==> config.mk <==
export PLATFORM = sky130hd
export DESIGN_NAME = drive_arbiter
export DESIGN_NICKNAME = d
export VERILOG_FILES = /design/src/rtl/drive_arbiter.sv
export SDC_FILE = /design/constraint.sdc
export NUM_CORES = 1
export LEC_CHECK = 0
export ABC_CLOCK_PERIOD_IN_PS = 5000
export CELL_PAD_IN_SITES_DETAIL_PLACEMENT = 1
export CELL_PAD_IN_SITES_GLOBAL_PLACEMENT = 2
export CORE_MARGIN = 3
export CORE_UTILIZATION = 37
export CTS_BUF_LIST = sky130_fd_sc_hd__clkbuf_4
export DETAILED_ROUTE_END_ITERATION = 6
export HOLD_SLACK_MARGIN = 0.1
export PLACE_DENSITY_LB_ADDON = 0.1
export SLEW_MARGIN = 20
export SYNTH_ARGS = -nofsm -noshare
export SYNTH_HDL_FRONTEND = slang
export SYNTH_SLANG_ARGS = --single-unit
==> constraint.sdc <==
create_clock -name CLOCK_50 -period 5 [get_ports CLOCK_50]
set_input_delay 0.75 -clock CLOCK_50 [delete_from_list [all_inputs] [get_ports CLOCK_50]]
set_output_delay 0.75 -clock CLOCK_50 [all_outputs]
set_load 0.005 [all_outputs]
==> src/rtl/drive_arbiter.sv <==
// Motor-channel arbiter: picks IR-remote or camera control, applies gear and e-stop,
// and ramps each wheel's duty/direction toward the selected drive command.
module drive_arbiter #(
  parameter int unsigned TIMEOUT_CYCLES = 10_000_000,
  parameter int unsigned LOST_CYCLES    = 25_000_000,
  parameter int unsigned RAMP_DIV       = 50_000,
  parameter int unsigned RAMP_STEP      = 4
) (
  input  logic       CLOCK_50,
  input  logic       reset,
  input  logic       ir_valid,
  input  logic [7:0] ir_code,
  input  logic       cam_found,
  input  logic [1:0] cam_dir,
  input  logic       e_stop,
  output logic [1:0] mode,
  output logic [1:0] cam_state,
  output logic [2:0] drive_cmd,
  output logic [1:0] gear,
  output logic [7:0] duty_l,
  output logic [7:0] duty_r,
  output logic       dir_l,
  output logic       dir_r,
  output logic       moving
);

  localparam int unsigned WdW   = (TIMEOUT_CYCLES > 2) ? $clog2(TIMEOUT_CYCLES) : 1;
  localparam int unsigned LostW = (LOST_CYCLES > 2) ? $clog2(LOST_CYCLES) : 1;
  localparam int unsigned TickW = (RAMP_DIV > 2) ? $clog2(RAMP_DIV) : 1;

  localparam logic [WdW-1:0]   WdMax   = WdW'(TIMEOUT_CYCLES - 1);
  localparam logic [LostW-1:0] LostMax = LostW'(LOST_CYCLES - 1);
  localparam logic [TickW-1:0] TickMax = TickW'(RAMP_DIV - 1);
  localparam logic [8:0]       Step    = 9'(RAMP_STEP);

  localparam logic [7:0] KeyIr     = 8'h0F;
  localparam logic [7:0] KeyCam    = 8'h13;
  localparam logic [7:0] KeyIdle   = 8'h10;
  localparam logic [7:0] KeyFwd    = 8'h05;
  localparam logic [7:0] KeyLeft   = 8'h07;
  localparam logic [7:0] KeyRight  = 8'h09;
  localparam logic [7:0] KeyArcL   = 8'h04;
  localparam logic [7:0] KeyArcR   = 8'h06;
  localparam logic [7:0] KeyStop   = 8'h08;
  localparam logic [7:0] KeyGearUp = 8'h1A;
  localparam logic [7:0] KeyGearDn = 8'h1E;
  localparam logic [7:0] KeyPause  = 8'h1B;
  localparam logic [7:0] KeyResume = 8'h1F;

  typedef enum logic [1:0] {ModeIdle = 2'd0, ModeIr = 2'd1, ModeCam = 2'd2} mode_e;
  typedef enum logic [1:0] {CamSearch = 2'd0, CamFollow = 2'd1, CamPause = 2'd3} cam_e;
  typedef enum logic [2:0] {
    CmdStop = 3'd0, CmdFwd = 3'd1, CmdLeft = 3'd2, CmdRight = 3'd3, CmdArcL = 3'd4, CmdArcR = 3'd5
  } cmd_e;

  mode_e            mode_q, mode_d;
  cam_e             cam_q, cam_d;
  cmd_e             cmd_q, cmd_d;
  logic [1:0]       gear_q, gear_d;
  logic [WdW-1:0]   wd_q, wd_d;
  logic [LostW-1:0] lost_q, lost_d;
  logic [TickW-1:0] tick_q, tick_d;
  logic [7:0]       duty_l_q, duty_l_d, duty_r_q, duty_r_d;
  logic             dir_l_q, dir_l_d, dir_r_q, dir_r_d;

  // Button decode
  logic  key_is_mode, key_is_drive;
  mode_e key_mode;
  cmd_e  key_cmd;

  always_comb begin
    key_is_mode  = 1'b0;
    key_is_drive = 1'b0;
    key_mode     = mode_q;
    key_cmd      = CmdStop;
    if (ir_valid) begin
      case (ir_code)
        KeyIr:    begin key_is_mode  = 1'b1; key_mode = ModeIr;   end
        KeyCam:   begin key_is_mode  = 1'b1; key_mode = ModeCam;  end
        KeyIdle:  begin key_is_mode  = 1'b1; key_mode = ModeIdle; end
        KeyFwd:   begin key_is_drive = 1'b1; key_cmd  = CmdFwd;   end
        KeyLeft:  begin key_is_drive = 1'b1; key_cmd  = CmdLeft;  end
        KeyRight: begin key_is_drive = 1'b1; key_cmd  = CmdRight; end
        KeyArcL:  begin key_is_drive = 1'b1; key_cmd  = CmdArcL;  end
        KeyArcR:  begin key_is_drive = 1'b1; key_cmd  = CmdArcR;  end
        KeyStop:  begin key_is_drive = 1'b1; key_cmd  = CmdStop;  end
        default:  ;
      endcase
    end
  end

  cmd_e follow_cmd;
  always_comb begin
    case (cam_dir)
      2'd0:    follow_cmd = CmdArcL;
      2'd2:    follow_cmd = CmdArcR;
      default: follow_cmd = CmdFwd;
    endcase
  end

  // Mode / CAM FSM, gear, watchdog and lost counter
  always_comb begin
    mode_d = mode_q;
    cam_d  = cam_q;
    cmd_d  = cmd_q;
    gear_d = gear_q;
    wd_d   = wd_q;
    lost_d = lost_q;

    if (key_is_mode && (key_mode != mode_q)) begin
      mode_d = key_mode;
      cmd_d  = CmdStop;
      cam_d  = CamSearch;
      wd_d   = '0;
      lost_d = '0;
    end else begin
      if (ir_valid && (ir_code == KeyGearUp) && (gear_q != 2'd3)) gear_d = gear_q + 2'd1;
      if (ir_valid && (ir_code == KeyGearDn) && (gear_q != 2'd0)) gear_d = gear_q - 2'd1;

      case (mode_q)
        ModeIr: begin
          if (ir_valid) wd_d = '0;
          else if (wd_q != WdMax) wd_d = wd_q + 1'b1;

          if (e_stop) cmd_d = CmdStop;
          else if (key_is_drive) cmd_d = key_cmd;
          else if (!ir_valid && (wd_q == WdMax)) cmd_d = CmdStop;
        end

        ModeCam: begin
          // Pause/resume buttons yield to e_stop; tracking keeps running underneath.
          case (cam_q)
            CamSearch: begin
              if (ir_valid && !e_stop && (ir_code == KeyPause)) cam_d = CamPause;
              else if (cam_found) cam_d = CamFollow;
            end
            CamFollow: begin
              if (ir_valid && !e_stop && (ir_code == KeyPause)) cam_d = CamPause;
              else if (cam_found) lost_d = '0;
              else if (lost_q == LostMax) cam_d = CamSearch;
              else lost_d = lost_q + 1'b1;
            end
            CamPause: begin
              if (ir_valid && !e_stop && (ir_code == KeyResume)) cam_d = CamSearch;
            end
            default: cam_d = CamSearch;
          endcase

          if (cam_d != CamFollow) lost_d = '0;

          if (e_stop) cmd_d = CmdStop;
          else begin
            case (cam_d)
              CamSearch: cmd_d = CmdLeft;
              CamFollow: cmd_d = follow_cmd;
              default:   cmd_d = CmdStop;
            endcase
          end
        end

        default: cmd_d = CmdStop;
      endcase
    end
  end

  // Target duty/direction; SEARCH always spins at the lowest gear
  logic [1:0] gear_eff;
  logic [7:0] base, half, tgt_l, tgt_r;
  logic       tdir_l, tdir_r;

  always_comb begin
    gear_eff = ((mode_q == ModeCam) && (cam_q == CamSearch)) ? 2'd0 : gear_q;
    base     = {gear_eff, 6'h3F};
    half     = {1'b0, base[7:1]};
    tdir_l   = 1'b1;
    tdir_r   = 1'b1;
    tgt_l    = 8'd0;
    tgt_r    = 8'd0;
    case (cmd_q)
      CmdFwd:   begin tgt_l = base; tgt_r = base; end
      CmdLeft:  begin tdir_l = 1'b0; tgt_l = half; tgt_r = half; end
      CmdRight: begin tdir_r = 1'b0; tgt_l = half; tgt_r = half; end
      CmdArcL:  begin tgt_l = half; tgt_r = base; end
      CmdArcR:  begin tgt_l = base; tgt_r = half; end
      default:  begin tdir_l = dir_l_q; tdir_r = dir_r_q; end
    endcase
  end

  // Returns {dir, duty}: brake to zero before reversing, otherwise slew toward target.
  function automatic logic [8:0] ramp_next(input logic dir_cur, input logic [7:0] duty_cur,
                                           input logic dir_tgt, input logic [7:0] duty_tgt);
    logic [8:0] cur, tgt, nxt;
    logic       dir_n;
    cur   = {1'b0, duty_cur};
    tgt   = {1'b0, duty_tgt};
    nxt   = cur;
    dir_n = dir_cur;
    if (dir_tgt != dir_cur) begin
      if (cur != 9'd0) nxt = (cur > Step) ? cur - Step : 9'd0;
      else dir_n = dir_tgt;
    end else if (cur < tgt) begin
      nxt = cur + Step;
      if (nxt > tgt) nxt = tgt;
    end else if (cur > tgt) begin
      nxt = (cur > tgt + Step) ? cur - Step : tgt;
    end
    return {dir_n, (nxt > 9'd255) ? 8'hFF : nxt[7:0]};
  endfunction

  logic       tick;
  logic [8:0] ramp_l, ramp_r;

  always_comb begin
    tick     = (tick_q == TickMax);
    tick_d   = tick ? '0 : tick_q + 1'b1;
    ramp_l   = ramp_next(dir_l_q, duty_l_q, tdir_l, tgt_l);
    ramp_r   = ramp_next(dir_r_q, duty_r_q, tdir_r, tgt_r);
    duty_l_d = duty_l_q;
    duty_r_d = duty_r_q;
    dir_l_d  = dir_l_q;
    dir_r_d  = dir_r_q;
    if (e_stop) begin
      duty_l_d = 8'd0;
      duty_r_d = 8'd0;
    end else if (tick) begin
      {dir_l_d, duty_l_d} = ramp_l;
      {dir_r_d, duty_r_d} = ramp_r;
    end
  end

  always_ff @(posedge CLOCK_50) begin
    if (reset) begin
      mode_q   <= ModeIdle;
      cam_q    <= CamSearch;
      cmd_q    <= CmdStop;
      gear_q   <= 2'd0;
      wd_q     <= '0;
      lost_q   <= '0;
      tick_q   <= '0;
      duty_l_q <= 8'd0;
      duty_r_q <= 8'd0;
      dir_l_q  <= 1'b1;
      dir_r_q  <= 1'b1;
    end else begin
      mode_q   <= mode_d;
      cam_q    <= cam_d;
      cmd_q    <= cmd_d;
      gear_q   <= gear_d;
      wd_q     <= wd_d;
      lost_q   <= lost_d;
      tick_q   <= tick_d;
      duty_l_q <= duty_l_d;
      duty_r_q <= duty_r_d;
      dir_l_q  <= dir_l_d;
      dir_r_q  <= dir_r_d;
    end
  end

  assign mode      = mode_q;
  assign cam_state = cam_q;
  assign drive_cmd = cmd_q;
  assign gear      = gear_q;
  assign duty_l    = duty_l_q;
  assign duty_r    = duty_r_q;
  assign dir_l     = dir_l_q;
  assign dir_r     = dir_r_q;
  assign moving    = (duty_l_q != 8'd0) || (duty_r_q != 8'd0);

endmodule

==> flow_summary.json, run 1 <==
{
  "cts-buffers-inserted": 9,
  "min_period_ns": 4.53,
  "crit_arrival_ns": 4.93,
  "via_per_inst": 5.74,
  "die_w_um": 141,
  "clk_latency_ns": 0.48,
  "fin_crit_sh_pct": 90.6,
  "cts_tree": "done",
  "p_leak_nw": 2.77,
  "hp-start": "tick_q[0]$_SDFF_PP0_",
  "reg2reg_from": "mode[0]$_SDFFE_PP0P_",
  "max_freq_mhz": 221,
  "max_slew_margin_pct": 23.6,
  "rsz0062_at_grt": "no",
  "gr-usage-all-layers_pct": 20.6,
  "detailed_place_hpwl_um": 15300,
  "ys_seq_area_share_pct": 27.3,
  "synth.distinct_cells": 73,
  "io_buffers": 42,
  "ant_nets": 0,
  "netlist_area_um2": 6750,
  "synth_nets": 938,
  "routed_wl_um": 20400,
  "area_growth_pct": 10.7,
  "synth_seq_cells": 92,
  "yosysTopAreaCell": "dfxtp_1",
  "drtIter0Drc": 360,
  "cts_setup_buffers": 0,
  "p_int_w": 0.000875,
  "synth.mux.area_fraction_pct": 2.61,
  "drv_cap": 0,
  "setup_violations": 0,
  "critPathSlowestCell": "o31ai_2",
  "holdWs_ns": 0.486,
  "p_switching_w": 0.000345,
  "startpoint": "mode[0]$_SDFFE_PP0P_",
  "antenna_found_initial": 1,
  "ys_top_cells_by_area": "dfxtp_1, ha_1, nor2_1",
  "cts_root_buffer": "clkbuf_4",
  "synth-compound-area-share_pct": 17.7,
  "path_class": "flop to flop",
  "drc": 0,
  "vdd_drop_max_mv": 0.162,
  "core_um2": 17600,
  "run_status": "complete, no violations",
  "syn_inst": 870,
  "pwr-share-comb_pct": 4.5,
  "start_util_pct": 38.4,
  "cts.path.max_buffers": 2,
  "synthXorXnorAreaFrac_pct": 9.86,
  "layout_commonest_cell": "nor2_1",
  "skew_ns": 0.0199,
  "tightest_slew_ns": 1.14,
  "cp_max_fo": 14,
  "path_cells": "inv_1 > ha_1 > nor3b_2 > nand2b_1 > a21oi_1 > ha_1 > nand3_1 > o21a_1 > ha_1 > nand3_1 > a21oi_1 > o31ai_2 > nor4_1 > a2111oi_0 > a21oi_1 > a32o_1",
  "num_vias": 6430,
  "cts_resized": 0,
  "drv_slew": 0,
  "clkSinkCount": 92,
  "clock_power_share_pct": 34.8,
  "tns_ns": 0,
  "grt_pass1_vias": 6611,
  "place_congestion": 0.892,
  "wire_per_inst_um": 18.2,
  "ctsHoldBuffers": 0,
  "hp-class": "flop to flop",
  "ioPinCount": 43,
  "p_seq_share_pct": 60.7,
  "async_reset_ff_share_pct": 0,
  "postSynthAreaPerCell_um2": 7.76,
  "die_h_um": 141,
  "layout_common_cells": "nor2_1, dfxtp_1, nand2_1, ha_1, nand3_1",
  "synth-edff-count": 0,
  "synth_top_area_share_pct": 27.3,
  "overflow": 0,
  "grt_max_degree": 26,
  "dieArea_um2": 19900,
  "synth_top_family_by_area": "simple AND/OR/NAND/NOR gates",
  "n_fill_cell": 2173,
  "start_kind": "flop",
  "drt_pre_antenna_iters": 5,
  "yosysWarningCount": 0,
  "synthAdderAreaFrac_pct": 9.82,
  "worst_path_largest_cell_delay_ns": 0.96,
  "synth_simple_gate_area_share_pct": 28.0,
  "grt_pass1_wl_um": 33900,
  "rows": 48,
  "p_sw_share_pct": 28.3,
  "worstSetupEndpointType": "flop",
  "power.density_nw_per_um2": 163,
  "layout-drive-gt1-share_pct": 5.15,
  "synthFlopType": "dfxtp_1",
  "cts_max_level": 3,
  "clkSlewWorstSetupHoldPaths_ns": 0.18,
  "hold_violations": 0,
  "required_ns": 5.41,
  "final_nets": 957
}
## sequential cells by signal (all words and copies together) (netlist names)
register   cells
lost_q        25
drive_cmd      3
dir_l          1
duty_l         8
dir_r          1
wd_q          24
duty_r         8
gear           2
tick_q        16
cam_state      2
mode           2
## critical path: cells and delay by family (launching register included)
family          cells  cell delay [ns]
compound gates      7             2.28
fa+ha+maj           3             0.82
buf+inv             1             0.07
flops               1             0.45
simple gates        5             0.84
## synth_stat cells (all sizes together) (10+ instances only)
cell type,instances
ha,53
nor2,125
nand3,48
nor4,10
xor2,44
a21oi,43
clkbuf,31
dfxtp,92
nand2,67
nor2b,14
mux2i,12
xnor2,32
inv,31
buf,13
o21ai,40
nor3,23
and3,17
nand4,22
## per-layer routing
metal	GRT usage, %	vias up	share of wire, %
met3	3.56	22	3.2
met5	0	-	0
li1	-	3143	-
met1	27.1	3137	47
met2	35.2	128	48
met4	4.84	0	1.5
## logic make-up (layout without fill, tap and decap cells)
family	Yosys count	in the layout
simple gates	379	379
compound gates	178	178
flops	92	92
xor+xnor	76	76
buf+inv	75	99
fa+ha+maj	53	53
mux	17	17
other cells	0	1
## path summary, 6_finish.rpt
check	to	slack, ns	cells past startpoint
setup / recovery	duty_l[2]$_SDFFE_PP0N_	0.47	16
hold / removal	tick_q[0]$_SDFF_PP0_	0.49	1
setup reg to reg	duty_l[2]$_SDFFE_PP0N_	0.47	16
hold reg to reg	tick_q[0]$_SDFF_PP0_	0.49	1
## power by group through the flow
stage	clock, W	combinational, W	sequential, W
floorplan	0	0.0000342	0.000755
global placement	0	0.0000541	0.000755
detailed placement	0	0.0000555	0.000756
CTS	0.000451	0.0000557	0.000741
global route	0.000484	0.0000608	0.000742
finish	0.000424	0.0000553	0.000740
## through the flow
step	util [%]	setup slack, ns	instances	instance area, µm²	total power, W
finish	42.5	0.472	1120	7470	0.00122
global route	42.5	0.0641	1120	7470	0.00129
global placement	41.7	0.724	1103	7330	0.000810
detailed placement	41.7	0.504	1103	7330	0.000811
floorplan	-	1.02	870	6750	0.000789
CTS	42.4	0.485	1119	7470	0.00125
## cell type report
cell class | count | area, µm² | area share [%]
inverter | 31 | 116 | 1.56
multi-input combinational | 703 | 4600 | 61.6
clock inverter | 7 | 68.8 | 0.921
antenna | 1 | 2.50 | 0.0335
clock buffer | 9 | 67.6 | 0.904
timing repair buffer | 52 | 495 | 6.63
tap | 225 | 282 | 3.77
sequential | 92 | 1840 | 24.6
(Power assumes the default switching activity.)
==> run 2, diff against run 1 <==
HOLD_SLACK_MARGIN = 0.06   (was 0.1)
==> results of run 2 <==
Same layout as run 1: the final DEF is identical, and so are final timing and power.
==> run 3, diff against run 2 <==
PLACE_DENSITY = 0.83   (was default)
PLACE_DENSITY_LB_ADDON = default   (was 0.1)
==> run 3 against run 2 <==
  * First-iteration DRC count up 1.1%
  * Sequential power about the same
  * Largest cell class unchanged
  * Die area is the same
  * Final area rose by 0.25%
  * Count of clock-buffer cells in the layout unchanged
  * Critical path depth up 3
  * Worst setup slack better by 0.14 ns
  * Clock skew grew 0.00094 ns
  * Via count increased by 1.5%
  * Critical endpoint is now duty_r[3]$_SDFFE_PP0N_
  * Combinational power is 1% lower
  * Highest routed layer unchanged
  * Final cell count increased by 0.18%
  * Flip-flop and latch count stayed put
==> flow_summary.json, run 3 (synthesized netlist as in run 1, its figures left out) <==
{
  "run_status": "complete, no violations",
  "start_kind": "flop",
  "p_seq_share_pct": 61.0,
  "clk_latency_ns": 0.49,
  "die_h_um": 141,
  "r2r-end": "duty_r[3]$_SDFFE_PP0N_",
  "r2r_setup_slack_ns": 0.62,
  "clkSlewWorstSetupHoldPaths_ns": 0.17,
  "drtIter0Drc": 364,
  "cp_max_fo": 10,
  "ctsHoldBuffers": 0,
  "fin_total_pwr_w": 0.00121,
  "min_period_ns": 4.38,
  "hp-start": "tick_q[0]$_SDFF_PP0_",
  "cts_setup_buffers": 0,
  "drv_cap": 0,
  "fin_crit_sh_pct": 87.7,
  "n_fill_cell": 2161,
  "crit_arrival_ns": 4.75,
  "final_nets": 958,
  "largest_reg_flops": 25,
  "setup_violations": 0,
  "layout-drive-gt1-share_pct": 5.25,
  "cts.path.max_buffers": 2,
  "layout_common_cells": "nor2_1, dfxtp_1, nand2_1, ha_1, nand3_1",
  "hold-path-cell-count": 1,
  "largest_register": "lost_q",
  "clkSinkCount": 92,
  "final_core_util_pct": 42.6,
  "worstSetupEndpointType": "flop",
  "io_buffers": 42,
  "use_met2_pct": 37.7,
  "overflow": 0,
  "dp_slack_ns": 0.505,
  "skew_ns": 0.0208,
  "num_vias": 6528,
  "grt_pass1_vias": 6949,
  "place_congestion": 0.863,
  "setup_slack_ns": 0.617,
  "met3_usage_pct": 3.80,
  "drc": 0,
  "reg2reg_from": "mode[0]$_SDFFE_PP0P_",
  "cts-buffers-inserted": 9,
  "r2r_cells": 19,
  "pwr-share-comb_pct": 4.5,
  "cts_root_buffer": "clkbuf_4",
  "rsz0062_at_grt": "no",
  "required_ns": 5.37,
  "cts_resized": 0,
  "max_slew_margin_pct": 32.0,
  "path_class": "flop to flop",
  "min_to": "tick_q[0]$_SDFF_PP0_",
  "area_growth_pct": 11.0,
  "cts_tree": "done",
  "seq_area_um2": 1840,
  "tns_ns": 0,
  "hold_violations": 0,
  "rows": 48,
  "largestRegisters": "lost_q x25, wd_q x24, tick_q x16",
  "routed_wl_um": 21100,
  "hp-class": "flop to flop",
  "tightest_slew_ns": 1.01,
  "vdd_drop_max_mv": 0.106,
  "power.density_nw_per_um2": 162,
  "p_leak_nw": 2.78,
  "dieArea_um2": 19900,
  "p_sw_share_pct": 28.0,
  "use_met1_pct": 26.7,
  "drv_slew": 0,
  "p_switching_w": 0.000340,
  "p_int_w": 0.000874,
  "multi_input_area_um2": 4610,
  "gr-usage-all-layers_pct": 21.6,
  "wire_per_inst_um": 18.8,
  "max_freq_mhz": 228,
  "start_util_pct": 38.4,
  "core_um2": 17600,
  "ant_nets": 0,
  "grt_max_degree": 26,
  "via_per_inst": 5.82,
  "cts_max_level": 3,
  "clock_power_share_pct": 34.5,
  "grt-busiest-layer": "met2",
  "holdWs_ns": 0.506,
  "die_w_um": 141,
  "layout_commonest_cell": "nor2_1",
  "grt_pass1_wl_um": 35500,
  "antenna_found_initial": 1,
  "detailed_place_hpwl_um": 15800,
  "ioPinCount": 43,
  "drt_pre_antenna_iters": 5
}
==> run 3: changes by cell type in the layout (fill, tap and decap cells not counted), sizes merged <==
cell,previous run,this run
clkinvlp,1,0
clkinv,3,4
diode,1,2
buf,10,11
==> run 3: how the worst max path moves through the flow <==
stage / from / end / slack, ns / cells past startpoint
2_1_floorplan: mode[0]$_SDFFE_PP0P_ / duty_r[3]$_SDFFE_PP0N_ / 1.02 / 18
3_3_place_gp: mode[0]$_SDFFE_PP0P_ / duty_r[3]$_SDFFE_PP0N_ / 0.72 / 17
3_5_place_dp: mode[0]$_SDFFE_PP0P_ / duty_r[3]$_SDFFE_PP0N_ / 0.51 / 17
4_1_cts: mode[0]$_SDFFE_PP0P_ / duty_r[3]$_SDFFE_PP0N_ / 0.46 / 18
5_1_grt: mode[0]$_SDFFE_PP0P_ / duty_r[3]$_SDFFE_PP0N_ / 0.14 / 18
6_report: mode[0]$_SDFFE_PP0P_ / duty_r[3]$_SDFFE_PP0N_ / 0.62 / 19
==> run 3: routing by layer <==
layer / wire length [µm] / vias to the layer above
met5: 0 / -
met4: 471 / 0
met3: 1030 / 39
met2: 10300 / 154
met1: 9290 / 3180
li1: - / 3155
==> run 3: per-stage QoR <==
stage	cell area, µm²	cells
2_1_floorplan	6750	870
3_3_place_gp	7340	1104
3_5_place_dp	7340	1104
4_1_cts	7470	1120
5_1_grt	7490	1122
6_report	7490	1122
==> run 3: worst max-delay path: stages, from the launching register on <==
cell and delay, ns:
dfxtp_1 0.45, inv_1 0.07, ha_1 0.31, nor3b_2 0.23, nand2b_1 0.25, a21o_1 0.23
a221oi_2 0.35, ha_1 0.25, nand3_1 0.07, o21a_1 0.12, ha_1 0.19, a211o_1 0.29
nor4_1 0.19, o2bb2ai_1 0.18, or2_1 0.16, buf_4 0.18, nor4_1 0.06, o21ai_0 0.33
and2_1 0.25, a221oi_1 0.09
==> run 3: layout make-up <==
| type | instances | area share [%] |
|---|---|---|
| Antenna cell | 2 | 0.0668 |
| Clock buffer | 9 | 0.902 |
| Clock inverter | 7 | 0.902 |
| Tap cell | 225 | 3.76 |
| Sequential cell | 92 | 24.6 |
| Timing Repair Buffer | 53 | 6.71 |
| Multi-Input combinational cell | 703 | 61.5 |
| Inverter | 31 | 1.55 |
==> run 3: power by group through the flow <==
stage	clock (W)	combinational, W	sequential [W]
3_3_place_gp	0	0.0000533	0.000756
3_5_place_dp	0	0.0000553	0.000756
5_1_grt	0.000464	0.0000612	0.000742
4_1_cts	0.000434	0.0000555	0.000741
6_report	0.000419	0.0000546	0.000741
2_1_floorplan	0	0.0000342	0.000755
